<file path="config.mk">
export PLATFORM = sky130hd
export DESIGN_NAME = tff_down_counter_flat
export DESIGN_NICKNAME = d
export VERILOG_FILES = /design/src/rtl/tff_down_counter_pkg.sv /design/src/rtl/tff_down_counter_if.sv /design/src/rtl/tff_load_cell.sv /design/src/rtl/tff_down_counter.sv /design/src/flat_wrapper.sv
export SDC_FILE = /design/constraint.sdc
export NUM_CORES = 1
export LEC_CHECK = 0
export BUFFER_PORTS_ARGS = -buffer_cell sky130_fd_sc_hd__buf_2
export CAP_MARGIN = 25
export CORE_AREA = 2 2 39 41
export DETAILED_ROUTE_END_ITERATION = 16
export DIE_AREA = 0 0 41 43
export GPL_TIMING_DRIVEN = 0
export SETUP_SLACK_MARGIN = 0.3
export SYNTH_ARGS = -nofsm -noshare
export SYNTH_HDL_FRONTEND = slang
export SYNTH_SLANG_ARGS = --single-unit
export TNS_END_PERCENT = 5
</file>
<file path="constraint.sdc">
create_clock -name clk -period 1.6 [get_ports clk]
set_clock_uncertainty 0.15 [all_clocks]
set_input_delay 0 -clock clk [delete_from_list [all_inputs] [get_ports clk]]
set_output_delay 0 -clock clk [all_outputs]
set_load 0.03 [all_outputs]
</file>
<file path="src/rtl/tff_down_counter_pkg.sv">
// Shared types and limits for the toggle-cell down-counter.
// State encoding plus the WIDTH legality check used at elaboration.
package tff_down_counter_pkg;

  typedef enum logic {
    ST_IDLE = 1'b0,
    ST_RUN  = 1'b1
  } state_t;

  localparam int WIDTH_MIN = 2;
  localparam int WIDTH_MAX = 16;

  function automatic bit width_ok(input int w);
    return (w >= WIDTH_MIN) && (w <= WIDTH_MAX);
  endfunction

endpackage

</file>
<file path="src/rtl/tff_down_counter_if.sv">
// Control/status bundle for tff_down_counter; clk and clear stay plain ports.
interface tff_down_counter_if #(
  parameter int WIDTH = 4
);
  logic             load;
  logic [WIDTH-1:0] D;
  logic             en;
  logic             auto;
  logic [WIDTH-1:0] Q;
  logic             tc;
  logic             busy;

  modport master (output load, D, en, auto, input  Q, tc, busy);
  modport slave  (input  load, D, en, auto, output Q, tc, busy);
endinterface

</file>
<file path="src/rtl/tff_load_cell.sv">
// One T flip-flop with synchronous clear and a parallel-load mux.
module tff_load_cell (
  input  logic clk,
  input  logic clear,
  input  logic load,
  input  logic d,
  input  logic t,
  output logic q
);

  always_ff @(posedge clk) begin
    if (clear)     q <= 1'b0;
    else if (load) q <= d;
    else           q <= q ^ t;
  end

endmodule

</file>
<file path="src/rtl/tff_down_counter.sv">
// Loadable modulo down-counter built from toggle cells; flags expiry with a
// registered tc pulse and optionally reloads from R.
module tff_down_counter
  import tff_down_counter_pkg::*;
#(
  parameter int WIDTH = 4
) (
  input  logic               clk,
  input  logic               clear,
  tff_down_counter_if.slave  bus
);

  if (!width_ok(WIDTH)) begin : g_width_chk
    $error("tff_down_counter: WIDTH must be in 2..16");
  end

  state_t           state, state_nxt;
  logic [WIDTH-1:0] q, r, d_sel, tgl, zero_pfx;
  logic             run, cnt_en, expiry, reload, cell_load;
  logic             tc_q, tc_nxt;

  assign run       = (state == ST_RUN);
  assign cnt_en    = run & bus.en;
  assign expiry    = cnt_en & (q == WIDTH'(1));
  assign reload    = expiry & bus.auto;
  // Auto-reload reuses the cells' parallel-load path with R as the source.
  assign cell_load = bus.load | reload;
  assign d_sel     = bus.load ? bus.D : r;

  // Bit i toggles when every lower bit is zero (borrow ripple).
  assign zero_pfx[0] = 1'b1;
  for (genvar i = 1; i < WIDTH; i++) begin : g_pfx
    assign zero_pfx[i] = zero_pfx[i-1] & ~q[i-1];
  end

  for (genvar i = 0; i < WIDTH; i++) begin : g_cell
    assign tgl[i] = cnt_en & zero_pfx[i];
    tff_load_cell u_cell (
      .clk   (clk),
      .clear (clear),
      .load  (cell_load),
      .d     (d_sel[i]),
      .t     (tgl[i]),
      .q     (q[i])
    );
  end

  // Load outranks expiry, so a load on the expiry cycle cancels tc.
  always_comb begin
    state_nxt = state;
    tc_nxt    = 1'b0;
    if (bus.load) begin
      state_nxt = (bus.D != '0) ? ST_RUN : ST_IDLE;
    end else if (expiry) begin
      tc_nxt = 1'b1;
      if (!bus.auto) state_nxt = ST_IDLE;
    end
  end

  always_ff @(posedge clk) begin
    if (clear) begin
      state <= ST_IDLE;
      tc_q  <= 1'b0;
      r     <= '0;
    end else begin
      state <= state_nxt;
      tc_q  <= tc_nxt;
      if (bus.load) r <= bus.D;
    end
  end

  assign bus.Q    = q;
  assign bus.tc   = tc_q;
  assign bus.busy = run;

endmodule

</file>
<file path="src/flat_wrapper.sv">
// flat-port wrapper written by rule: the top's interface ports become plain ports
module tff_down_counter_flat import tff_down_counter_pkg::*;
#(
  parameter int WIDTH = 4
)
  (clk, clear, bus_load, bus_D, bus_en, bus_auto, bus_Q, bus_tc, bus_busy);
  tff_down_counter_if #(.WIDTH(WIDTH)) bus_i ();
  input  logic clk;
  input  logic clear;
  input wire logic [$bits(bus_i.load)-1:0] bus_load;
  input wire logic [$bits(bus_i.D)-1:0] bus_D;
  input wire logic [$bits(bus_i.en)-1:0] bus_en;
  input wire logic [$bits(bus_i.auto)-1:0] bus_auto;
  output wire logic [$bits(bus_i.Q)-1:0] bus_Q;
  output wire logic [$bits(bus_i.tc)-1:0] bus_tc;
  output wire logic [$bits(bus_i.busy)-1:0] bus_busy;
  assign bus_i.load = bus_load;
  assign bus_i.D = bus_D;
  assign bus_i.en = bus_en;
  assign bus_i.auto = bus_auto;
  assign bus_Q = bus_i.Q;
  assign bus_tc = bus_i.tc;
  assign bus_busy = bus_i.busy;
  tff_down_counter #(.WIDTH(WIDTH)) u_core (.clk(clk), .clear(clear), .bus(bus_i));
endmodule
</file>
After elaboration in Yosys (flattened, before gate mapping)

Cells that the tools add are included.

Register bits: 10
Latch bits: 0
RAM bits: 0
Bits in read-only memories: 0
Bits of input ports: 9
Output and inout port bits: 6
Logic and storage cells: 39
Memories kept: 0

$add $sub $neg: 0
Multiply operators: 0
Div/mod/pow operators: 0
Magnitude comparators: 0
Equal/unequal tests: 2
Shifts and indexed selects: 0
Mux-type cells: 10
Bitwise gates (word level): 16
Reduce and logical (&&, ||, !) cells: 4

Operator list:

| kind               | count |
|---|---|
| $mux 1             | 9 |
| $and 1x1->1        | 8 |
| $eq 4x1->1 const B | 1 |
| $mux 4             | 1 |
| $reduce_bool 4->1  | 1 |
| $xor 1x1->1        | 4 |
| $not 1->1          | 3 |
| $ne 2x2->1 const B | 1 |
| $reduce_and 2->1   | 1 |
| $reduce_bool 2->1  | 1 |
| $reduce_or 2->1    | 1 |
| $or 1x1->1         | 1 |

Logic depth before layout (Yosys ltp)

Depth in word-level cells: 6
Depth in mapped cells: 6
Gate-level depth less buffers: 6

By module

A second synthesis with hierarchy kept.

Cells, all modules: 49
Area total of the unflattened synthesis: 498.0 um2

Modules (own cells, without submodules):

| module           | instances | cells an instance | area an instance (um2) | sequential area each (um2) |
|---|---|---|---|---|
| tff_down_counter | 1         | 29                | 292.8                  | 120.1 |
| tff_load_cell    | 4         | 5                 | 51.3                   | 20.0 |

Worst setup path before layout

No wires, ideal clock.

Path kind: reg-to-reg
From: reg u_core.state, in the netlist u_core.bus.busy
To: reg u_core.g_cell[1].u_cell.q
Setup time: 0.071 ns
Arrival: 1.274 ns
Required time: 1.379 ns
Path slack: 0.105 ns
Cell stages (with the launch flop): 5
Path buffers: 0
Clock period less this slack: 1.495 ns
Cells stage by stage: dfxtp_1 -> and4bb_4 -> a31oi_4 -> or2_1 -> a21oi_1

Word-level cells in the longest chain between the ends: 5

Ends and longest elaborated chain:

| item                   | RTL line               | source |
|---|---|---|
| from (decl)            | tff_down_counter.sv:17 | `state_t state, state_nxt;` |
| from (signal assigned) | tff_down_counter.sv:66 | `state <= state_nxt;` |
| $and 1x1->1 *          | tff_down_counter.sv:23 | `assign cnt_en = run & bus.en;` |
| $and 1x1->1            | tff_down_counter.sv:24 | `assign expiry = cnt_en & (q == WIDTH'(1));` |
| $and 1x1->1            | tff_down_counter.sv:25 | `assign reload = expiry & bus.auto;` |
| $or 1x1->1             | tff_down_counter.sv:27 | `assign cell_load = bus.load \| reload;` |
| $mux 1 *               | tff_load_cell.sv:13    | `else if (load) q <= d;` |
| to (signal assigned)   | tff_load_cell.sv:14    | `else q <= q ^ t;` |
| to (decl)              | tff_load_cell.sv:8     | `output logic q` |

Mark *: on every way between the ends. The rest lies on a longest branch, timed or not.
A chain may end at the register's enable or synchronous reset.

Worst setup path in the final report

From: reg u_core.g_cell[3].u_cell.q
To: reg u_core.g_cell[3].u_cell.q

Word-level cells in the longest chain between the ends: 5

Ends and longest elaborated chain:

| item                   | RTL line |
|---|---|
| from (decl)            | tff_load_cell.sv:8 |
| from (signal assigned) | tff_load_cell.sv:14 |
| $eq 4x1->1             | tff_down_counter.sv:24 |
| $and 1x1->1            | tff_down_counter.sv:24 |
| $and 1x1->1            | tff_down_counter.sv:25 |
| $or 1x1->1             | tff_down_counter.sv:27 |
| $mux 1 *               | tff_load_cell.sv:13 |

Marked as above.

==> insert_results.sql <==
INSERT INTO impl_metrics (metric_group, metric, value, unit) VALUES
('synth', 'synth_edf_count', '0', ''),
('routing', 'aggregate_routed_wire_length', '950', 'um'),
('routing', 'route.layer.met1.wl', '441', 'um'),
('critical_path', 'worstPathRequired', '1.62', 'ns'),
('sta', 'min_period', '1.39', 'ns'),
('clock_network', 'cts-root-buf', 'sky130_fd_sc_hd__clkbuf_4', ''),
('place', 'place.gp.congestion', '0.717', ''),
('sta', 'setup_violations', '0', ''),
('synth', 'synth_sequential_area_ratio', '0.404', ''),
('die', 'start_util', '0.358', ''),
('synth', 'synth.cell_area', '495', 'um2'),
('synth', 'synth_top_area_cell', 'sky130_fd_sc_hd__dfxtp_1', ''),
('global_route', 'grt_antenna_before_repair', '0', ''),
('synth', 'ys_async_sr_fraction', '0', ''),
('place', 'port_buffers', '12', ''),
('clock_network', 'path_clk_slew', '0.07', 'ns'),
('critical_path', 'worst-endpoint-arrival', '1.40', 'ns'),
('power_and_ir_drop', 'cellPowerDensity', '896', 'nW/um2'),
('place', 'pre_cts_slack', '0.173', 'ns'),
('critical_path', 'critical_path_class', 'reg2reg', ''),
('routing', 'vias_per_cell', '4.54', ''),
('sta', 'final_min_period_over_clock_period', '0.867', ''),
('global_route', 'via_count_of_the_first_global_routing_pass', '374', ''),
('sta', 'fmaxAchievable', '0.721', 'GHz'),
('clock_network', 'htree_levels', '1', ''),
('min_path', 'worst_hold_class', 'in2reg', ''),
('synth', 'syn_inst', '50', ''),
('global_route', 'largest_net_degree_at_the_start_of_global_routing', '11', ''),
('layout', 'final_common_cell', 'sky130_fd_sc_hd__buf_2', ''),
('critical_path', 'critical_path.startpoint_type', 'flop', ''),
('synth', 'synth_cell_type_count', '23', ''),
('sta', 'final.setup.tns', '0', 'ns'),
('critical_path', 'worst_path_largest_cell_delay', '0.35', 'ns'),
('clock_network', 'worstSkewPairLatency', '0.26', 'ns'),
('synth', 'synth_ff_type', 'sky130_fd_sc_hd__dfxtp_1', ''),
('status', 'status', 'completed', ''),
('global_route', 'globalRouteTotalUtil', '0.130', ''),
('sta', 'rsz0062_at_grt', 'true', ''),
('synth', 'yosys.area_share.simple', '0.207', ''),
('routing', 'dr_total_vias', '418', ''),
('flow_run', 'cap_viol_max_count', '0', ''),
('die', 'die-width', '41', 'um'),
('die', 'die_h', '43', 'um'),
('clock_network', 'cts-buffers-inserted', '3', ''),
('synth', 'synth-compound-area-share', '0.154', ''),
('routing', 'met3RoutedLength', '27', 'um'),
('layout', 'most-common-layout-cells', 'sky130_fd_sc_hd__buf_2 (13), sky130_fd_sc_hd__dlygate4sd3_1 (7), sky130_fd_sc_hd__buf_4 (6), sky130_fd_sc_hd__dfxtp_1 (6)', ''),
('critical_path', 'worst_path_max_delay_cell', 'sky130_fd_sc_hd__dfxtp_2', ''),
('layout', 'design.final.nets', '87', ''),
('synth', 'synth_xor_area_frac', '0.0354', ''),
('synth', 'synth_top_cells_by_area', 'sky130_fd_sc_hd__dfxtp_1 (40%), sky130_fd_sc_hd__mux2i_1 (8.1%), sky130_fd_sc_hd__buf_4 (6.1%)', ''),
('sta', 'hold_violations', '0', ''),
('clock_network', 'clkSinkCount', '10', ''),
('power_and_ir_drop', 'vdd.ir_drop.worst', '0.372', 'mV'),
('sta', 'final_max_slew_viol_count', '0', ''),
('synth', 'synthDominantCellAreaShare', '0.404', ''),
('routing', 'drc', '0', ''),
('layout', 'area_growth_from_synthesis_to_layout', '45.2', '%'),
('routing', 'met2RoutedLength', '461', 'um'),
('routing', 'route.antenna.remaining_nets', '0', ''),
('synth', 'syn_nets', '60', ''),
('routing', 'dr.first_iter.drc_count', '2', ''),
('die', 'coreArea', '1380', 'um2'),
('layout', 'post_route_cells_drive_above_1_share', '0.447', ''),
('critical_path', 'cp_cell_sequence', 'and2b_4 -> a31oi_4 -> nor2b_1 -> a211oi_1', ''),
('die', 'floorplan.io_pins', '15', ''),
('clock_network', 'tritoncts', 'done', ''),
('critical_path', 'timing.critical_path.fanout_max', '8', ''),
('place', 'dp_hpwl', '669', 'um'),
('synth', 'synth.ff_latch_count', '10', ''),
('global_route', 'global_route_wire_length_before_repair', '1.48', 'mm');
## per-stage QoR
step           power (mW)  instance area, um2  instances  hold slack [ns]  utilization
2_1_floorplan       0.369                 499         50          0.00935            -
3_3_place_gp        0.398                 579         78            0.136        0.419
3_5_place_dp        0.399                 579         78            0.132        0.419
4_1_cts             0.649                 716         92           0.0205        0.517
5_1_grt             0.673                 719         92           0.0573        0.520
6_report            0.645                 719         92           0.0270        0.520
## cell families after synthesis
logic type      after synthesis
fa+ha+maj                     1
mux                           4
compound gates                8
buf+inv                       8
simple gates                 17
xor+xnor                      2
flops                        10
## final timing paths
check / startpoint / to / slack [ns] / cells after the start
hold reg to reg: u_core.r[3] / u_core.r[3] / 0.34 / 2
hold / removal: bus_en / u_core.g_cell[0].u_cell.q / 0.03 / 5
setup / recovery: u_core.g_cell[3].u_cell.q / u_core.g_cell[3].u_cell.q / 0.21 / 4
setup reg to reg: u_core.g_cell[3].u_cell.q / u_core.g_cell[3].u_cell.q / 0.21 / 4
## synthesized netlist by cell type, drive strengths merged, types with 2 or more instances
master / count
mux2i: 4
inv: 2
buf: 5
nor2: 4
nand2: 4
xor2: 2
dfxtp: 10
a211oi: 3
a21oi: 2
nor2b: 3
## flip-flops by register name (all words and copies together), names as in the netlist
name and count:
u_core.g_cell.u_cell.q 4, u_core.r 4, u_core.bus.busy 1, u_core.bus.tc 1
## timing repair
| item | CTS | global route |
|---|---|---|
| hold buffers | 7 | 0 |
| hold endpoints to repair | 7 | 0 |
| buffers inserted | 3 | 0 |
| setup endpoints to repair | 4 | 5 |
| gates resized for setup | 4 | 1 |
| pin swaps | 4 | 2 |
| cloned | 0 | 0 |
## metal layers
layer / track usage / up-vias
met5: 0 / -
met4: 0.120 / 0
met2: 0.169 / 7
met1: 0.166 / 190
met3: 0.0314 / 2
li1: - / 219
## final cells by class
class	instances	area, um2
inverter	2	7.51
fill	135	664
clock buffer	4	36.3
timing repair buffer	22	156
tap	16	20.0
sequential	10	208
buffer	6	38.8
multi-input combinational	32	253
## worst max-delay path, delay by kind of cell, from the launching register on
kind             cells  cell delay (ns)
AND/OR/NAND/NOR      2             0.29
flip-flops           1             0.35
AO/OA/AOI/OAI        2             0.51
## where the power goes
group,internal [mW],total (mW),switching (mW)
clock network,0.138,0.229,0.0910
registers,0.266,0.275,0.00948
logic,0.0707,0.140,0.0695
total,0.475,0.645,0.170
(Power assumes the default switching activity.)
